[src/rtl/sevseg_pkg.sv]
// Shared constants for the multiplexed seven-segment display bus.
// Segment order is {g,f,e,d,c,b,a}, active low; anodes are active low.
// Used by both the display driver and the sevseg_capture monitor.
// The hex glyphs (SEG_A..SEG_F) only decode when SEVSEG_CAPTURE_HEX_EN is defined.
package sevseg_pkg;

    typedef logic [6:0] seg_t;
    typedef logic [3:0] an_t;
    typedef logic [3:0] code_t;

    // Decimal glyphs.
    localparam seg_t SEG_0     = 7'b1000000;
    localparam seg_t SEG_1     = 7'b1111001;
    localparam seg_t SEG_2     = 7'b0100100;
    localparam seg_t SEG_3     = 7'b0110000;
    localparam seg_t SEG_4     = 7'b0011001;
    localparam seg_t SEG_5     = 7'b0010010;
    localparam seg_t SEG_6     = 7'b0000010;
    localparam seg_t SEG_7     = 7'b1111000;
    localparam seg_t SEG_8     = 7'b0000000;
    localparam seg_t SEG_9     = 7'b0010000;

    // Hex glyphs: A, b, C, d, E, F.
    localparam seg_t SEG_A     = 7'b0001000;
    localparam seg_t SEG_B     = 7'b0000011;
    localparam seg_t SEG_C     = 7'b1000110;
    localparam seg_t SEG_D     = 7'b0100001;
    localparam seg_t SEG_E     = 7'b0000110;
    localparam seg_t SEG_F     = 7'b0001110;

    // All segments off.
    localparam seg_t SEG_BLANK = 7'b1111111;

    // Anode bus with every digit switched off.
    localparam an_t AN_OFF = 4'b1111;

    // Code reported for a blank, missing or undecodable digit.
    localparam code_t CODE_INVALID = 4'hF;

    // Digit position of the single low anode bit (an[3] = leftmost digit).
    // Only meaningful when exactly one bit is low.
    function automatic logic [1:0] an_index(input an_t an);
        logic [1:0] idx;
        case (an)
            4'b1110: idx = 2'd0;
            4'b1101: idx = 2'd1;
            4'b1011: idx = 2'd2;
            4'b0111: idx = 2'd3;
            default: idx = 2'd0;
        endcase
        return idx;
    endfunction

endpackage

[src/rtl/sevseg_capture_if.sv]
// Seven-segment display bus as seen between a display driver (master)
// and a passive receiver such as sevseg_capture (slave).
interface sevseg_capture_if;
    import sevseg_pkg::*;

    seg_t seg_in;   // {g,f,e,d,c,b,a}, active low
    an_t  an_in;    // active low, an_in[3] = leftmost digit

    modport master (output seg_in, output an_in);
    modport slave  (input  seg_in, input  an_in);
endinterface

[src/rtl/seg_decode.sv]
// Combinational seven-segment pattern to BCD decoder.
// Blank (all segments off) reports CODE_INVALID with is_blank set; any pattern that is
// not a known glyph reports CODE_INVALID with is_bad set.
// SEVSEG_CAPTURE_HEX_EN adds the A..F glyphs as codes 4'hA..4'hF.
module seg_decode
    import sevseg_pkg::*;
(
    input  seg_t  seg,
    output code_t code,
    output logic  is_blank,
    output logic  is_bad
);

    // Map one segment pattern to its digit code and status flags.
    always_comb begin
        // NOTE: every output gets a default before the case so no path can leave one unassigned (no latch).
        code     = CODE_INVALID;
        is_blank = 1'b0;
        is_bad   = 1'b0;
        case (seg)
            SEG_0:     code = 4'h0;
            SEG_1:     code = 4'h1;
            SEG_2:     code = 4'h2;
            SEG_3:     code = 4'h3;
            SEG_4:     code = 4'h4;
            SEG_5:     code = 4'h5;
            SEG_6:     code = 4'h6;
            SEG_7:     code = 4'h7;
            SEG_8:     code = 4'h8;
            SEG_9:     code = 4'h9;
            SEG_BLANK: is_blank = 1'b1;
`ifdef SEVSEG_CAPTURE_HEX_EN
            SEG_A:     code = 4'hA;
            SEG_B:     code = 4'hB;
            SEG_C:     code = 4'hC;
            SEG_D:     code = 4'hD;
            SEG_E:     code = 4'hE;
            SEG_F:     code = 4'hF;
`endif
            default:   is_bad = 1'b1;
        endcase
    end

endmodule

[src/rtl/sevseg_capture.sv]
// Passive receiver for the multiplexed seven-segment display bus.
// Registers the bus once, waits for each anode dwell to settle, samples it once, decodes
// the glyph and assembles the four digits into a frame {d3,d2,d1,d0}. A long gap with
// no accepted sample commits whatever was seen and raises stale.
// Optional feature: define SEVSEG_CAPTURE_HEX_EN to also decode the A..F glyphs.
module sevseg_capture
    import sevseg_pkg::*;
#(
    parameter int SETTLE_CYCLES  = 16,
    parameter int TIMEOUT_CYCLES = 2_000_000
)(
    input  logic              clk,
    input  logic              reset,
    sevseg_capture_if.slave   bus,
    output logic [15:0]       digits,
    output logic [3:0]        blank,
    output logic              frame_valid,
    output logic              bad_pattern,
    output logic              stale
);

    localparam int SW = $clog2(SETTLE_CYCLES);
    localparam int TW = $clog2(TIMEOUT_CYCLES);

    // Settle counter saturates on the sample point itself.
    localparam logic [SW-1:0] SETTLE_LAST  = SW'(SETTLE_CYCLES - 1);
    // Timeout counter saturates on its last value; the event fires on the step into it,
    // which limits a gap to a single partial commit.
    localparam logic [TW-1:0] TIMEOUT_LAST = TW'(TIMEOUT_CYCLES - 1);
    localparam logic [TW-1:0] TIMEOUT_PRE  = TW'(TIMEOUT_CYCLES - 2);

    // Registered bus and its one-cycle-older copy for change detection.
    seg_t seg_q, seg_p;
    an_t  an_q,  an_p;

    logic [SW-1:0] settle_cnt;
    logic          armed;
    logic [TW-1:0] timeout_cnt;

    // Frame assembly state.
    logic [3:0]       seen;
    logic [3:0][3:0]  shadow_code;
    logic [3:0]       shadow_blank;

    // Combinational helpers.
    logic            changed;
    logic            an_onehot;
    logic            sample;
    logic [1:0]      sample_idx;
    code_t           dec_code;
    logic            dec_blank;
    logic            dec_bad;
    logic [3:0]      next_seen;
    logic [3:0][3:0] next_code;
    logic [3:0]      next_blank;
    logic [3:0][3:0] commit_code;
    logic [3:0]      commit_blank;
    logic            timeout_hit;
    logic            commit;

    // Register the bus once and keep the previous registered value.
    always_ff @(posedge clk) begin
        // NOTE: non-blocking assignments, so seg_p takes the pre-edge seg_q and not the new one.
        if (reset) begin
            seg_q <= SEG_BLANK;
            an_q  <= AN_OFF;
            seg_p <= SEG_BLANK;
            an_p  <= AN_OFF;
        end else begin
            seg_q <= bus.seg_in;
            an_q  <= bus.an_in;
            seg_p <= seg_q;
            an_p  <= an_q;
        end
    end

    // Settled, single-digit and not yet sampled in this dwell. The change term stops a
    // saturated counter from sampling the first cycle of a new dwell.
    assign changed   = (seg_q != seg_p) || (an_q != an_p);
    assign an_onehot = $onehot(~an_q);
    assign sample    = !changed && (settle_cnt == SETTLE_LAST) && an_onehot && !armed;

    // Settle counter and one-sample-per-dwell arming.
    always_ff @(posedge clk) begin
        if (reset) begin
            settle_cnt <= '0;
            armed      <= 1'b0;
        end else if (changed) begin
            settle_cnt <= '0;
            armed      <= 1'b0;
        end else begin
            if (settle_cnt != SETTLE_LAST) begin
                settle_cnt <= settle_cnt + SW'(1);
            end
            if (sample) begin
                armed <= 1'b1;
            end
        end
    end

    seg_decode u_seg_decode (
        .seg      (seg_q),
        .code     (dec_code),
        .is_blank (dec_blank),
        .is_bad   (dec_bad)
    );

    // Merge the current sample (if any) into the shadow frame and seen mask.
    always_comb begin
        sample_idx = an_index(an_q);
        next_code  = shadow_code;
        next_blank = shadow_blank;
        next_seen  = seen;
        if (sample) begin
            next_code[sample_idx]  = dec_code;
            next_blank[sample_idx] = dec_blank;
            next_seen[sample_idx]  = 1'b1;
        end
    end

    // Build the committed frame: digits not seen show as invalid and blank.
    always_comb begin
        for (int k = 0; k < 4; k++) begin
            commit_code[k]  = next_seen[k] ? next_code[k]  : CODE_INVALID;
            commit_blank[k] = next_seen[k] ? next_blank[k] : 1'b1;
        end
    end

    // A sample in the same cycle as the timeout wins and suppresses it.
    assign timeout_hit = !sample && (timeout_cnt == TIMEOUT_PRE);
    assign commit      = (next_seen == 4'b1111) || (timeout_hit && (seen != 4'b0000));

    // Shadow frame, seen mask and committed outputs.
    always_ff @(posedge clk) begin
        if (reset) begin
            // NOTE: the shadow is four nibbles, so it is reset like the rest; reset also drops a partial frame.
            shadow_code  <= '{default: CODE_INVALID};
            shadow_blank <= 4'b1111;
            seen         <= 4'b0000;
            digits       <= 16'hFFFF;
            blank        <= 4'b1111;
            frame_valid  <= 1'b0;
        end else begin
            shadow_code  <= next_code;
            shadow_blank <= next_blank;
            frame_valid  <= commit;
            if (commit) begin
                seen   <= 4'b0000;
                digits <= commit_code;
                blank  <= commit_blank;
            end else begin
                seen   <= next_seen;
            end
        end
    end

    // One-cycle pulse for an undecodable sample.
    always_ff @(posedge clk) begin
        if (reset) begin
            bad_pattern <= 1'b0;
        end else begin
            bad_pattern <= sample && dec_bad;
        end
    end

    // Gap timer since the last accepted sample and the stale level it drives.
    always_ff @(posedge clk) begin
        if (reset) begin
            timeout_cnt <= '0;
            stale       <= 1'b0;
        end else if (sample) begin
            timeout_cnt <= '0;
            stale       <= 1'b0;
        end else begin
            if (timeout_cnt != TIMEOUT_LAST) begin
                timeout_cnt <= timeout_cnt + TW'(1);
            end
            if (timeout_hit) begin
                stale <= 1'b1;
            end
        end
    end

endmodule

[src/flat_wrapper.sv]
// flat-port wrapper written by rule: the top's interface ports become plain ports
module sevseg_capture_flat import sevseg_pkg::*;
#(
    parameter int SETTLE_CYCLES  = 16,
    parameter int TIMEOUT_CYCLES = 2_000_000
)
  (clk, reset, digits, blank, frame_valid, bad_pattern, stale, bus_seg_in, bus_an_in);
  sevseg_capture_if bus_i ();
  input  logic clk;
  input  logic reset;
  output logic [15:0] digits;
  output logic [3:0] blank;
  output logic frame_valid;
  output logic bad_pattern;
  output logic stale;
  input wire logic [$bits(bus_i.seg_in)-1:0] bus_seg_in;
  input wire logic [$bits(bus_i.an_in)-1:0] bus_an_in;
  assign bus_i.seg_in = bus_seg_in;
  assign bus_i.an_in = bus_an_in;
  sevseg_capture #(.SETTLE_CYCLES(SETTLE_CYCLES), .TIMEOUT_CYCLES(TIMEOUT_CYCLES)) u_core (.clk(clk), .reset(reset), .bus(bus_i), .digits(digits), .blank(blank), .frame_valid(frame_valid), .bad_pattern(bad_pattern), .stale(stale));
endmodule
[config.mk]
export PLATFORM = sky130hd
export DESIGN_NAME = sevseg_capture_flat
export DESIGN_NICKNAME = d
export VERILOG_FILES = /design/src/rtl/sevseg_pkg.sv /design/src/rtl/sevseg_capture_if.sv /design/src/rtl/seg_decode.sv /design/src/rtl/sevseg_capture.sv /design/src/flat_wrapper.sv
export SDC_FILE = /design/constraint.sdc
export NUM_CORES = 1
export LEC_CHECK = 0
export BUFFER_PORTS_ARGS = -buffer_cell sky130_fd_sc_hd__buf_2
export CAP_MARGIN = 25
export CORE_AREA = 4 4 91 93
export DETAILED_ROUTE_END_ITERATION = 10
export DIE_AREA = 0 0 95 97
export PLACE_DENSITY_LB_ADDON = 0.2
export SYNTH_ARGS = -nofsm -noshare
export SYNTH_HDL_FRONTEND = slang
export SYNTH_SLANG_ARGS = --single-unit
export TNS_END_PERCENT = 100
[constraint.sdc]
create_clock -name clk -period 4.42 [get_ports clk]
set_clock_uncertainty 0.1 [all_clocks]
set_input_delay 0.884 -clock clk [delete_from_list [all_inputs] [get_ports clk]]
set_output_delay 0.884 -clock clk [all_outputs]
set_load 0.02 [all_outputs]
==> results.json, run 1 <==
{
  "synthDominantCellAreaShare_pct": 47.5,
  "ir_drop_mv": 0.279,
  "syn_area_per_cell_um2": 9.63,
  "p_per_area_nw_per_um2": 342,
  "cp.arrival_ps": 4090,
  "synth.largest_area_cell": "dfxtp_1",
  "via_count": 2936,
  "cp.required_ps": 4630,
  "crit_type": "reg -> reg",
  "whs_path_depth": 2,
  "n_antenna_cell": 0,
  "rr_endpoint": "u_core.digits[15]",
  "root_buffer": "clkbuf_8",
  "holdPathEnd": "u_core.stale",
  "viasPerCell": 5.32,
  "clk_pin_slew_ps": 100,
  "synth_commonest_cells": "dfxtp_1, nor2_1, nand2_1, xor2_1, or2_2",
  "synth_fp_nets": 441,
  "rsz0062_at_grt": "no",
  "crit_fanout": 16,
  "gp_congestion": 0.827,
  "fmax_mhz": 258,
  "die_y_um": 97,
  "cts_buffer_depth": 2,
  "synth_cell_types": 48,
  "min_period_ps": 3880,
  "r2r_cells": 14,
  "r2r_slack_ps": 540,
  "hold_viol_final": 0,
  "cpPeakStageDelay_ps": 430,
  "tightest_slew_ps": 818,
  "die_x_um": 95,
  "finalSetupViolCount": 0,
  "grt-ovfl-total": 0,
  "grt_max_degree": 53,
  "end_kind": "register",
  "grt_pass1_vias": 2811,
  "power.leakage_nw": 1.62,
  "r2r-start": "u_core.an_q[0]",
  "cts_buffers": 9,
  "dr.pass1.iters": 4,
  "avgRoutedWirePerCell_um": 13.7,
  "antenna_found_initial": 0,
  "ios": 36,
  "synth_edf_count": 0,
  "maxSlewViolCount": 0,
  "cts_hold_buf": 0,
  "path_cells": "inv_1 > ha_1 > ha_1 > fa_1 > nand2b_1 > nor4_4 > nand4_2 > nor3b_2 > buf_4 > nand2_1 > a211oi_4 > or3_1 > buf_4 > o22a_1",
  "synth_most_common_cell": "dfxtp_1",
  "final_nets": 470,
  "clk_latency_ps": 360,
  "grtUsageTotal_pct": 17.4,
  "drcViolationCount": 0,
  "synth_seq_area_share_pct": 47.5,
  "synthArstFlopShare_pct": 0,
  "io_buffers": 35,
  "cp-start-kind": "register",
  "h-tree-depth": 3,
  "antenna_left": 0,
  "power_w": 0.00150,
  "die-area_um2": 9220,
  "hold_class": "reg -> reg",
  "fin_cells": 552,
  "hpwl_mm": 5.40,
  "start_util_pct": 53.2,
  "min_from": "u_core.stale",
  "cts_sinks": 95,
  "syn_area_um2": 4010,
  "flow.area_growth_from_synthesis_pct": 9.58,
  "pre_cts_slack_ps": 511,
  "dr.first_iter.drc_count": 121,
  "postSynthRegisterBits": 95,
  "drt_wl_total_mm": 7.55,
  "max_cap_violations": 0,
  "run_status": "completed",
  "cp_num_buf_inv": 3,
  "synth.area.top_cells": "dfxtp_1, xor2_1, nor2_1",
  "drive_above_1_share_pct": 18.9,
  "hold_slack_ps": 356,
  "synth_top_flop_cell": "dfxtp_1",
  "setup_tns_ps": 0,
  "dp_cells": 536,
  "slew-limit-headroom_pct": 45.0,
  "num_rows": 32,
  "synthCells": 416,
  "core_area_um2": 7530,
  "grt_first_pass_wirelength_mm": 12.8,
  "synth_warnings": 0,
  "cts_tree": "done",
  "worst_slack_ps": 541,
  "cts.repair.resized": 0,
  "slowest_stage": "dfxtp_1",
  "cts_setup_buffers": 0,
  "period_share_pct": 87.8,
  "crit_family": "simple AND/OR/NAND/NOR gates"
}
==> worst reg2reg max path, cell delays in order (launching register included) <==
cell and delay (ps):
dfxtp_1 430, inv_1 70, ha_1 300, ha_1 210, fa_1 420, nand2b_1 180
nor4_4 230, nand4_2 230, nor3b_2 230, buf_4 190, nand2_1 110, a211oi_4 350
or3_1 350, buf_4 280, o22a_1 160
==> sequential cells by signal (all words and copies together), names as in the netlist <==
| name | count |
|---|---|
| u_core.seg_p | 7 |
| u_core.an_p | 4 |
| u_core.stale | 1 |
| u_core.seg_q | 7 |
| u_core.an_q | 4 |
| u_core.armed | 1 |
| u_core.bad_pattern | 1 |
| u_core.timeout_cnt | 21 |
| u_core.shadow_code | 16 |
| u_core.settle_cnt | 4 |
| u_core.frame_valid | 1 |
| u_core.digits | 16 |
| u_core.blank | 4 |
| u_core.shadow_blank | 4 |
| u_core.seen | 4 |
==> how the worst max path moves through the flow <==
stage | startpoint | endpoint | depth (start not counted)
global placement | u_core.an_q[2] | u_core.digits[7] | 14
floorplan | u_core.an_q[2] | u_core.digits[10] | 15
detailed placement | u_core.an_q[2] | u_core.digits[15] | 14
global route | u_core.an_q[0] | u_core.digits[14] | 14
CTS | u_core.an_q[2] | u_core.digits[4] | 14
finish | u_core.an_q[0] | u_core.digits[15] | 14
==> where the power goes <==
group	leakage [nW]	switching, W	total, W	internal (W)
Combinational	0.750	0.0000460	0.0000793	0.0000333
Clock	0.0984	0.000320	0.000539	0.000219
Sequential	0.773	0.0000156	0.000883	0.000867
==> layer usage <==
| metal | track usage, % | part of all wire, % | vias to the layer above |
|---|---|---|---|
| met5 | 0 | 0 | - |
| met4 | 3.66 | 0.78 | 0 |
| met3 | 4.82 | 3.3 | 6 |
| met2 | 28.4 | 48 | 44 |
| met1 | 22.7 | 48 | 1390 |
| li1 | - | - | 1496 |
==> placed cells by master (no fill, tap or decap), drive strengths merged, types with 8 or more instances in the layout <==
master,count
mux2i,8
dfxtp,95
or2,22
nand3,13
o21ai,8
buf,37
ha,11
nor4,10
nand2,24
clkbuf,9
nor2,56
nand2b,10
xor2,24
o22a,20
a21oi,11
inv,14
nor3,13
==> area by class of cell <==
type                    instances  area (µm²)
fillers                       691        3140
multi-input cells             293        1950
flip-flops and latches         95        1900
repair buffers                 37         190
well taps                     102         128
clock buffers                   9         124
clock inverters                 7        62.6
inverters                       9        33.8
==> kinds of logic (layout without fill, tap and decap cells) <==
logic type	after synthesis	after routing	share of synthesized area (%)
multiplexers	8	8	2.00
XOR/XNOR	30	30	6.56
buffers and inverters	28	62	3.84
adder cells (fa/ha/maj)	12	12	3.93
AO/OA/AOI/OAI	54	54	10.2
flip-flops	95	95	47.5
AND/OR/NAND/NOR	189	189	26.0
==> stage by stage <==
step	utilization (%)	instance area, µm²
after floorplan	-	4010
after global routing	58.3	4390
after detailed placement	55.9	4210
final	58.3	4390
after global placement	55.9	4210
after CTS	58.3	4390
Note: power is estimated with default switching activity, not from simulation.
==> inputs of run 2 (changes only) <==
clock period = 4.3 ns   (was 4.42 ns; I/O delays follow)
==> run 2 against run 1 <==
Non-clock buffer count is the same; sequential share of layout area down 0.098 points; routed wire length about the same; clock-buffer cell count stayed put; critical path depth decreased by 1; critical endpoint is now u_core.digits[1]; largest cell class unchanged; largest power group unchanged.
==> results.json, run 2 (same netlist as run 1, synthesis figures left out) <==
{
  "run_status": "completed",
  "cts_tree": "done",
  "seq_power_share_pct": 57.9,
  "clk_pin_slew_ps": 100,
  "max_cap_violations": 0,
  "io_buffers": 35,
  "cts_setup_buffers": 0,
  "end_kind": "register",
  "die_y_um": 97,
  "die_x_um": 95,
  "top_regs": "u_core.timeout_cnt (21), u_core.digits (16), u_core.shadow_code (16)",
  "min_from": "u_core.stale",
  "power.leakage_nw": 1.63,
  "cp_common_cell": "ha_1",
  "grtUsageTotal_pct": 17.3,
  "cp-startpoint": "u_core.an_q[2]",
  "regMostFlops": "u_core.timeout_cnt",
  "grt_max_degree": 53,
  "cp.arrival_ps": 3880,
  "cp-start-kind": "register",
  "final_cell_mix": "dfxtp_1, nor2_1, buf_2",
  "cts_buffer_depth": 2,
  "drt_wl_total_mm": 7.55,
  "die-area_um2": 9220,
  "dr.first_iter.drc_count": 109,
  "antenna_found_initial": 0,
  "gp_congestion": 0.799,
  "core_area_um2": 7530,
  "finalSetupViolCount": 0,
  "min_period_ps": 3670,
  "grt_first_pass_wirelength_mm": 12.8,
  "final_nets": 470,
  "comb_power_share_pct": 5.2,
  "tightest_slew_ps": 818,
  "n_antenna_cell": 0,
  "r2r-start": "u_core.an_q[2]",
  "cpPeakStageDelay_ps": 430,
  "viasPerCell": 5.24,
  "slowest_stage": "dfxtp_1",
  "cts_sinks": 95,
  "grt-ovfl-total": 0,
  "hold_viol_final": 0,
  "hold_slack_ps": 346,
  "ios": 36,
  "start_util_pct": 53.2,
  "cts.repair.resized": 0,
  "ir_drop_mv": 0.230,
  "avgRoutedWirePerCell_um": 13.7,
  "p_sw_w": 0.000412,
  "period_share_pct": 85.3,
  "drcViolationCount": 0,
  "hpwl_mm": 5.32,
  "p_per_area_nw_per_um2": 356,
  "cts_hold_buf": 0,
  "maxSlewViolCount": 0,
  "cp_num_buf_inv": 2,
  "clk_latency_ps": 360,
  "hold_class": "reg -> reg",
  "grt_pass1_vias": 2761,
  "rsz0062_at_grt": "no",
  "cp.required_ps": 4510,
  "antenna_left": 0,
  "dr.pass1.iters": 4,
  "num_rows": 32,
  "slew-limit-headroom_pct": 45.5,
  "swShare_pct": 26.3,
  "path_cells": "inv_1 > ha_1 > ha_1 > fa_1 > nand2b_1 > nor4_4 > and4_1 > and3_1 > nor2_4 > a211oi_4 > or3_1 > buf_4 > o22a_1",
  "via_count": 2892,
  "setup_tns_ps": 0,
  "cts_buffers": 9,
  "mostFrequentLayoutCell": "dfxtp_1",
  "crit_family": "simple AND/OR/NAND/NOR gates",
  "root_buffer": "clkbuf_8",
  "crit_fanout": 23,
  "h-tree-depth": 3,
  "drive_above_1_share_pct": 18.9,
  "fmax_mhz": 272,
  "largest_reg_flops": 21,
  "intPower_w": 0.00116,
  "flow.area_growth_from_synthesis_pct": 9.83,
  "clkPwrFrac_pct": 36.9,
  "crit_type": "reg -> reg"
}
## run 2: cell counts in the layout (fill, tap and decap cells not counted)
No cell type changed its count.
## run 2: worst paths after layout
check                           to  slack [ps]  cells after the start
setup / recovery  u_core.digits[1]         630                     13
hold reg to reg       u_core.stale         350                      2
setup reg to reg  u_core.digits[1]         630                     13
hold / removal        u_core.stale         350                      2
## run 2: cell type report
type	count	area, µm²
clock buffer	9	124
clock inverter	7	72.6
fill	711	3130
inverter	9	33.8
multi-input combinational	293	1950
sequential	95	1900
tap	102	128
timing repair buffer	37	190
## run 2: layer usage
metal  GRT usage (%)  share of wire (%)  vias up  wire [µm]
li1                -                  -     1500          -
met1            22.6                 48     1345       3650
met2            27.9                 47       42       3570
met3            5.13                3.6        5        272
met4            4.22               0.70        0         53
met5               0                  0        -          0
## run 2: power by group through the flow
stage	Combinational [W]	Sequential (W)	Clock [W]
2_1_floorplan	0.0000747	0.000919	0
3_3_place_gp	0.0000798	0.000927	0
3_5_place_dp	0.0000809	0.000928	0
4_1_cts	0.0000822	0.000908	0.000596
5_1_grt	0.0000909	0.000910	0.000631
6_report	0.0000811	0.000908	0.000579
## run 2: worst reg2reg max path: cells and delay by family (launching register included)
kind	cells	cell delay (ps)
adders and majority gates	3	910
and+or+nand+nor	6	1360
DFF	1	430
AOI/OAI and AO/OA	2	470
buffers and inverters	2	360
## run 2: per-stage QoR
step / cell area [µm²] / cells / total power [W] / setup slack (ps) / util, %
4_1_cts: 4400 / 552 / 0.00159 / 634 / 58.5
2_1_floorplan: 4010 / 416 / 0.000994 / 997 / -
5_1_grt: 4400 / 552 / 0.00163 / 406 / 58.5
6_report: 4400 / 552 / 0.00157 / 630 / 58.5
3_5_place_dp: 4210 / 536 / 0.00101 / 651 / 55.9
3_3_place_gp: 4210 / 536 / 0.00101 / 746 / 55.9
